### config.mk
export PLATFORM = sky130hd
export DESIGN_NAME = multimedia_recorder
export DESIGN_NICKNAME = d
export VERILOG_FILES = /design/src/rtl/multimedia_recorder_pkg.sv /design/src/rtl/multimedia_recorder_fifo.sv /design/src/rtl/multimedia_recorder.sv
export SDC_FILE = /design/constraint.sdc
export NUM_CORES = 1
export LEC_CHECK = 0
export ABC_CLOCK_PERIOD_IN_PS = 8400
export BUFFER_PORTS_ARGS = -buffer_cell sky130_fd_sc_hd__buf_2
export CAP_MARGIN = 30
export CORE_UTILIZATION = 45
export CTS_BUF_LIST = sky130_fd_sc_hd__clkbuf_8
export DETAILED_ROUTE_END_ITERATION = 10
export HOLD_SLACK_MARGIN = 0.06
export PLACE_DENSITY = 0.63
export RECOVER_POWER = 50
export SLEW_MARGIN = 25
export SYNTH_ARGS = -nofsm -noshare
export SYNTH_HDL_FRONTEND = slang
export SYNTH_SLANG_ARGS = --single-unit
### constraint.sdc
create_clock -name clk -period 8.4 [get_ports clk]
set_input_delay 0.42 -clock clk [delete_from_list [all_inputs] [get_ports clk]]
set_output_delay 0.42 -clock clk [all_outputs]
set_load 0.02 [all_outputs]
### src/rtl/multimedia_recorder_pkg.sv
// rtl/multimedia_recorder_pkg.sv - shared types for the multimedia recorder
package definitions_multimedia;

   localparam int MM_WIDTH = 32;

   typedef struct packed {
      logic [MM_WIDTH-1:0] value;
      logic [MM_WIDTH-1:0] offset;
   } parameter_t;

   typedef enum logic [2:0] {
      IDLE   = 3'b001,
      RECORD = 3'b010,
      DONE   = 3'b100
   } recorder_state_t;

endpackage

### src/rtl/multimedia_recorder_fifo.sv
// rtl/multimedia_recorder_fifo.sv - first-word-fall-through circular FIFO of parameter_t entries
module multimedia_fifo
   import definitions_multimedia::*;
#(
   parameter int DEPTH = 16
) (
   input  logic                     clk,
   input  logic                     rst,
   input  logic                     push,
   input  parameter_t               push_data,
   input  logic                     pop,
   input  logic                     flush,
   output parameter_t               out_data,
   output logic [$clog2(DEPTH):0]   count,
   output logic                     full,
   output logic                     empty
);

   localparam int AW = $clog2(DEPTH);
   localparam int CW = AW + 1;

   parameter_t        mem_q [DEPTH];
   logic [AW-1:0]     wr_ptr_q, wr_ptr_d;
   logic [AW-1:0]     rd_ptr_q, rd_ptr_d;
   logic [CW-1:0]     count_q, count_d;
   logic              do_push, do_pop;

   assign full     = (count_q == CW'(DEPTH));
   assign empty    = (count_q == '0);
   assign count    = count_q;
   assign out_data = empty ? '0 : mem_q[rd_ptr_q];

   // A push while full is dropped even if a pop frees a slot in the same cycle.
   assign do_push = push && !full && !flush;
   assign do_pop  = pop && !empty && !flush;

   always_comb begin
      wr_ptr_d = wr_ptr_q;
      rd_ptr_d = rd_ptr_q;
      count_d  = count_q;
      if (flush) begin
         wr_ptr_d = '0;
         rd_ptr_d = '0;
         count_d  = '0;
      end else begin
         if (do_push) wr_ptr_d = wr_ptr_q + AW'(1);
         if (do_pop)  rd_ptr_d = rd_ptr_q + AW'(1);
         if (do_push && !do_pop)      count_d = count_q + CW'(1);
         else if (do_pop && !do_push) count_d = count_q - CW'(1);
      end
   end

   always_ff @(posedge clk or posedge rst) begin
      if (rst) begin
         wr_ptr_q <= '0;
         rd_ptr_q <= '0;
         count_q  <= '0;
      end else begin
         wr_ptr_q <= wr_ptr_d;
         rd_ptr_q <= rd_ptr_d;
         count_q  <= count_d;
      end
   end

   always_ff @(posedge clk) begin
      if (do_push) mem_q[wr_ptr_q] <= push_data;
   end

endmodule

### src/rtl/multimedia_recorder.sv
// rtl/multimedia_recorder.sv - records player send/data events as {value, offset} entries
// Optional idle timeout enabled by MULTIMEDIA_RECORDER_TIMEOUT_EN.
module multimedia_recorder
   import definitions_multimedia::*;
#(
   parameter int WIDTH = MM_WIDTH,
   parameter int DEPTH = 16
`ifdef MULTIMEDIA_RECORDER_TIMEOUT_EN
   , parameter int TIMEOUT = 1000
`endif
) (
   input  logic                     clk,
   input  logic                     rst,
   input  logic                     start,
   input  logic                     stop,
   input  logic                     kill_p,
   input  logic [WIDTH-1:0]         global_clock,
   input  logic                     send,
   input  logic [WIDTH-1:0]         data,
   output parameter_t               rd_entry,
   output logic                     rd_valid,
   input  logic                     rd_ready,
   output logic [$clog2(DEPTH):0]   count,
   output logic                     overflow,
`ifdef MULTIMEDIA_RECORDER_TIMEOUT_EN
   output logic                     timed_out,
`endif
   output logic                     done
);

   recorder_state_t   state_q, state_d;
   logic [WIDTH-1:0]  ref_clock_q, ref_clock_d;
   logic              overflow_q, overflow_d;
   logic              push, flush, fifo_full, fifo_empty;
   parameter_t        push_data;

`ifdef MULTIMEDIA_RECORDER_TIMEOUT_EN
   logic [31:0]       idle_cnt_q, idle_cnt_d;
   logic [WIDTH-1:0]  prev_gc_q;
   logic              timed_out_q, timed_out_d;
   assign timed_out = timed_out_q;
`endif

   // Modulo-2^WIDTH subtraction keeps deltas correct across global_clock wrap.
   assign push_data = '{value: data, offset: global_clock - ref_clock_q};

   always_comb begin
      state_d     = state_q;
      ref_clock_d = ref_clock_q;
      overflow_d  = overflow_q;
      push        = 1'b0;
      flush       = 1'b0;
`ifdef MULTIMEDIA_RECORDER_TIMEOUT_EN
      timed_out_d = timed_out_q;
      idle_cnt_d  = idle_cnt_q;
`endif
      case (state_q)
         IDLE: begin
            if (kill_p) begin
               state_d = DONE;
            end else if (start) begin
               state_d     = RECORD;
               ref_clock_d = global_clock;
`ifdef MULTIMEDIA_RECORDER_TIMEOUT_EN
               idle_cnt_d  = '0;
`endif
            end
         end
         RECORD: begin
            if (kill_p) begin
               state_d = DONE;
            end else begin
               if (send) begin
                  push        = 1'b1;
                  ref_clock_d = global_clock;
               end
`ifdef MULTIMEDIA_RECORDER_TIMEOUT_EN
               if (send)                          idle_cnt_d = '0;
               else if (global_clock != prev_gc_q) idle_cnt_d = idle_cnt_q + 32'd1;
`endif
               if (stop) begin
                  state_d = DONE;
`ifdef MULTIMEDIA_RECORDER_TIMEOUT_EN
               end else if (!send && idle_cnt_q >= 32'(TIMEOUT)) begin
                  state_d     = DONE;
                  timed_out_d = 1'b1;
`endif
               end
            end
         end
         DONE: begin
            if (!kill_p && start) begin
               state_d     = RECORD;
               ref_clock_d = global_clock;
               flush       = 1'b1;
               overflow_d  = 1'b0;
`ifdef MULTIMEDIA_RECORDER_TIMEOUT_EN
               timed_out_d = 1'b0;
               idle_cnt_d  = '0;
`endif
            end
         end
         default: state_d = IDLE;
      endcase
      if (push && fifo_full) overflow_d = 1'b1;
   end

   always_ff @(posedge clk or posedge rst) begin
      if (rst) begin
         state_q     <= IDLE;
         ref_clock_q <= '0;
         overflow_q  <= 1'b0;
`ifdef MULTIMEDIA_RECORDER_TIMEOUT_EN
         timed_out_q <= 1'b0;
         idle_cnt_q  <= '0;
         prev_gc_q   <= '0;
`endif
      end else begin
         state_q     <= state_d;
         ref_clock_q <= ref_clock_d;
         overflow_q  <= overflow_d;
`ifdef MULTIMEDIA_RECORDER_TIMEOUT_EN
         timed_out_q <= timed_out_d;
         idle_cnt_q  <= idle_cnt_d;
         prev_gc_q   <= global_clock;
`endif
      end
   end

   multimedia_fifo #(.DEPTH(DEPTH)) u_fifo (
      .clk       (clk),
      .rst       (rst),
      .push      (push),
      .push_data (push_data),
      .pop       (rd_ready),
      .flush     (flush),
      .out_data  (rd_entry),
      .count     (count),
      .full      (fifo_full),
      .empty     (fifo_empty)
   );

   assign rd_valid = !fifo_empty;
   assign overflow = overflow_q;
   assign done     = (state_q == DONE);

endmodule
==> summary.txt <==
Status
  • Outcome: finished, violations left
  • Failing checks: max-capacitance violations, max-slew violations

Power
  • Leakage: between 15 and 20 nW
  • Sequential share of power: a little over two fifths
  • Clock Power Share: a little under a quarter
  • Net switching power of the design: roughly 5.6 mW
  • Gate power share: about a third
  • Sw Share: roughly a third
  • VDD IR max: roughly 0.36 mV
  • Pwr dens: around 350 mW/mm2
  • Int Pwr: approximately 11 mW

Yosys
  • Flops & latches, synth: about 1100
  • Syn Area/Cell: around 22 um2
  • Synth Warn #: 0
  • Sequential-to-total area share from yosys stat: around three quarters
  • Top_reg_cell synth: edfxtp_1
  • Synth unique cells: 57
  • Post-Syn Instances: between 1500 and 2000
  • EDFF count, synth: 1024
  • Ys async rst share: 4.567%
  • Mapped Nets: approximately 2100
  • Post-Synthesis Cell Area: ~0.043 mm2

Worst setup path
  • Worst-path cell chain: nand3b_1, or3_1, a21oi_1, nor3b_1, and2_0, buf_4
  • Reg2Reg Capture Point: u_fifo.mem_q[3][9]
  • Critical path class: reg -> reg
  • Crit-path slowest cell: and2_0
  • Worst setup EP type: flip-flop
  • Critical path buffers and inverters: 1
  • Crit path max-delay family: simple AND/OR/NAND/NOR gates
  • Crit Path Max Fanout: 39
  • Critical path origin: state_q[2]
  • R2R depth: 6
  • R2r setup slk: about 2.7 ns
  • R2r startpoint: state_q[2]
  • Critical Path RT: roughly 8.8 ns
  • Largest stage delay on the critical path: roughly 2.1 ns
  • Critical Path Source Type: flip-flop
  • CP Data Arrival Time: about 6.1 ns

Global routing
  • Tot GR Track Use: about a fifth
  • First-pass GRT wire length: approximately 140000 um
  • Number of global-route vias before repair: around 23000
  • Largest net degree at the start of global routing: about 140
  • GRT overflow: 0
  • Initial antenna violation count: 2

STA
  • Setup violations, final: 0
  • Post-route minimum period: 5.662 ns
  • Clk_skew: around 0.044 ns
  • Max_slew headroom: -95.20%
  • RSZ-0062 raised after global routing: false
  • Setup TNS: 0 ns
  • Final Hold Fails: 0
  • Fin. max-slew vios: roughly 440
  • Fraction of the cycle the final worst path needs: between 60 and 70%
  • Max Clk Rate: 0.1766 GHz
  • Worst Tran Pin Value: slightly below 3 ns

Clock tree
  • Post-cts sizing count: 0
  • Clk slew on worst S/H paths: about 0.06 ns
  • Root Buffer: clkbuf_8
  • Clock Latency Late Sink: 0.83 ns
  • Number of buffers created by CTS: between 150 and 200
  • CTS tree: yes
  • Clk sinks: 1073
  • Clock buffer depth: 3
  • Htree depth: 4

Detailed routing
  • Routed wire length: approximately 95000 um
  • Routed via count: between 20000 and 25000
  • WL met3: between 5000 and 6000 um
  • Wire per inst: 25.79 um
  • Drt initial violations: roughly 1800
  • M1 WL: ~40000 um
  • Uppermost layer routed: met4
  • Vias per cell: ~5.6
  • Routed Antenna Nets: 0
  • Initial DRT Pass Iterations: 5
  • Drt drc: 0
  • WL met2: roughly 48000 um

Job
  • # Max-Cap Violations: 15

Die
  • Die W: 310.7 um
  • Num rows: about 110
  • Die area: a little under 0.1 mm2
  • IO Pins: 143
  • Initial core utilization: 45.68%
  • Core ar.: around 0.094 mm2
  • Die H: 310.7 um

Finish
  • Leading cell type in the layout, fill and taps excluded: edfxtp_1
  • Layout cell share with drive strength beyond 1: approximately 29%
  • Commonest cells after routing, fill and taps aside: edfxtp_1 (1024), mux4_2 (320), clkbuf_8 (173), inv_1 (111), buf_2 (103)
  • Area growth from synthesis to layout: 14.06%
  • Final instance area: slightly below 0.05 mm2
  • Seq. cell area: approximately 0.032 mm2
  • Fillers: between 7000 and 8000
  • Area of the multi-input gates: around 0.010 mm2
  • Fin nets: ~2400

Place
  • Area after DPL: around 0.045 mm2
  • HPWL Detailed: roughly 50000 um
  • # port buffers: 142
  • GP Congestion: 0.7871

Min path
  • Worst hold endpoint: ref_clock_q[26]
  • HP Class: in -> reg
  • Hold Crit Depth: 3
  • Worst hold path startpoint: global_clock[26]
-- kinds of logic after synthesis --
family                   synth area share [%]
flip-flops                              74.56
AND/OR/NAND/NOR                         2.509
XOR/XNOR                               0.7760
multiplexers                            17.71
AO/OA/AOI/OAI                           1.832
buffers and inverters                   1.359
adder cells (fa/ha/maj)                 1.260
-- sequential cells by signal, indices dropped and copies added (netlist names) --
register	flops
u_fifo.rd_ptr_q	4
ref_clock_q	32
u_fifo.count	5
u_fifo.mem_q	1024
state_q	3
u_fifo.wr_ptr_q	4
overflow	1
-- through the flow --
stage	setup slack [ns]	power (mW)	utilization, %	hold slack [ns]	cells
after floorplan	2.102	11.28	-	0.4538	1971
after global placement	4.466	12.97	48.12	0.4746	3308
after detailed placement	4.314	13.21	48.24	0.4927	3318
after CTS	3.508	17.28	52.28	0.2858	3692
after global routing	2.431	17.86	52.10	0.3464	3695
final	2.738	17.04	52.10	0.3948	3696
-- final cells by class --
cell class	count	area share, %
Inverter	46	0.3530
Timing Repair Buffer	265	3.591
Clock buffer	173	4.867
Sequential cell	1073	65.40
Tap cell	1254	3.207
Antenna cell	2	0.01023
Clock inverter	129	1.396
Multi-Input combinational cell	754	21.18
-- worst max path at each step --
stage	end	depth (start not counted)
floorplan	u_fifo.mem_q[4][0]	5
global placement	rd_entry[38]	6
detailed placement	u_fifo.mem_q[7][24]	11
CTS	rd_entry[38]	6
global route	u_fifo.mem_q[3][9]	6
finish	u_fifo.mem_q[3][9]	6
-- worst register-to-register path: stages, from the launching register on --
cell	delay [ns]
dfrtp_1	0.45
nand3b_1	0.21
or3_1	0.35
a21oi_1	0.65
nor3b_1	0.46
and2_0	2.14
buf_4	0.93
-- metal layers --
layer	vias up	track usage, %
li1	8906	-
met1	11150	26.85
met2	653	33.71
met3	144	3.679
met4	0	5.710
met5	-	0
-- power groups by stage --
stage | sequential, mW | clock [mW] | combinational (mW)
final | 7.17 | 4.04 | 5.83
after global routing | 7.21 | 4.36 | 6.29
after CTS | 7.18 | 4.14 | 5.96
after detailed placement | 7.29 | 0 | 5.92
after global placement | 7.29 | 0 | 5.68
after floorplan | 7.08 | 0 | 4.20
-- cells in the mapped netlist, types with 8 or more instances --
cell      instances  share of area (%)
edfxtp_1       1024                 72
mux4_2          320                 17
and2_1           73                1.1
clkbuf_1         62               0.54
dfrtp_1          48                2.8
inv_1            46               0.40
ha_1             40                1.2
a21oi_1          38               0.44
nand2_1          38               0.33
nor2_1           31               0.27
mux2_2           30               0.79
buf_2            28               0.33
xnor2_1          22               0.45
o21ai_0          21               0.25
xor2_1           16               0.33
nor3_1           10               0.12
o21a_1           10               0.18
a21o_1            9               0.16
nand2b_1          9               0.13
a211oi_1          8               0.14
-- timing repair --
item,CTS,global route
setup buffers,0,0
hold buffers,72,0
endpoints found under the hold margin,599,0
No activity file was read; power rests on OpenSTA's default activity.
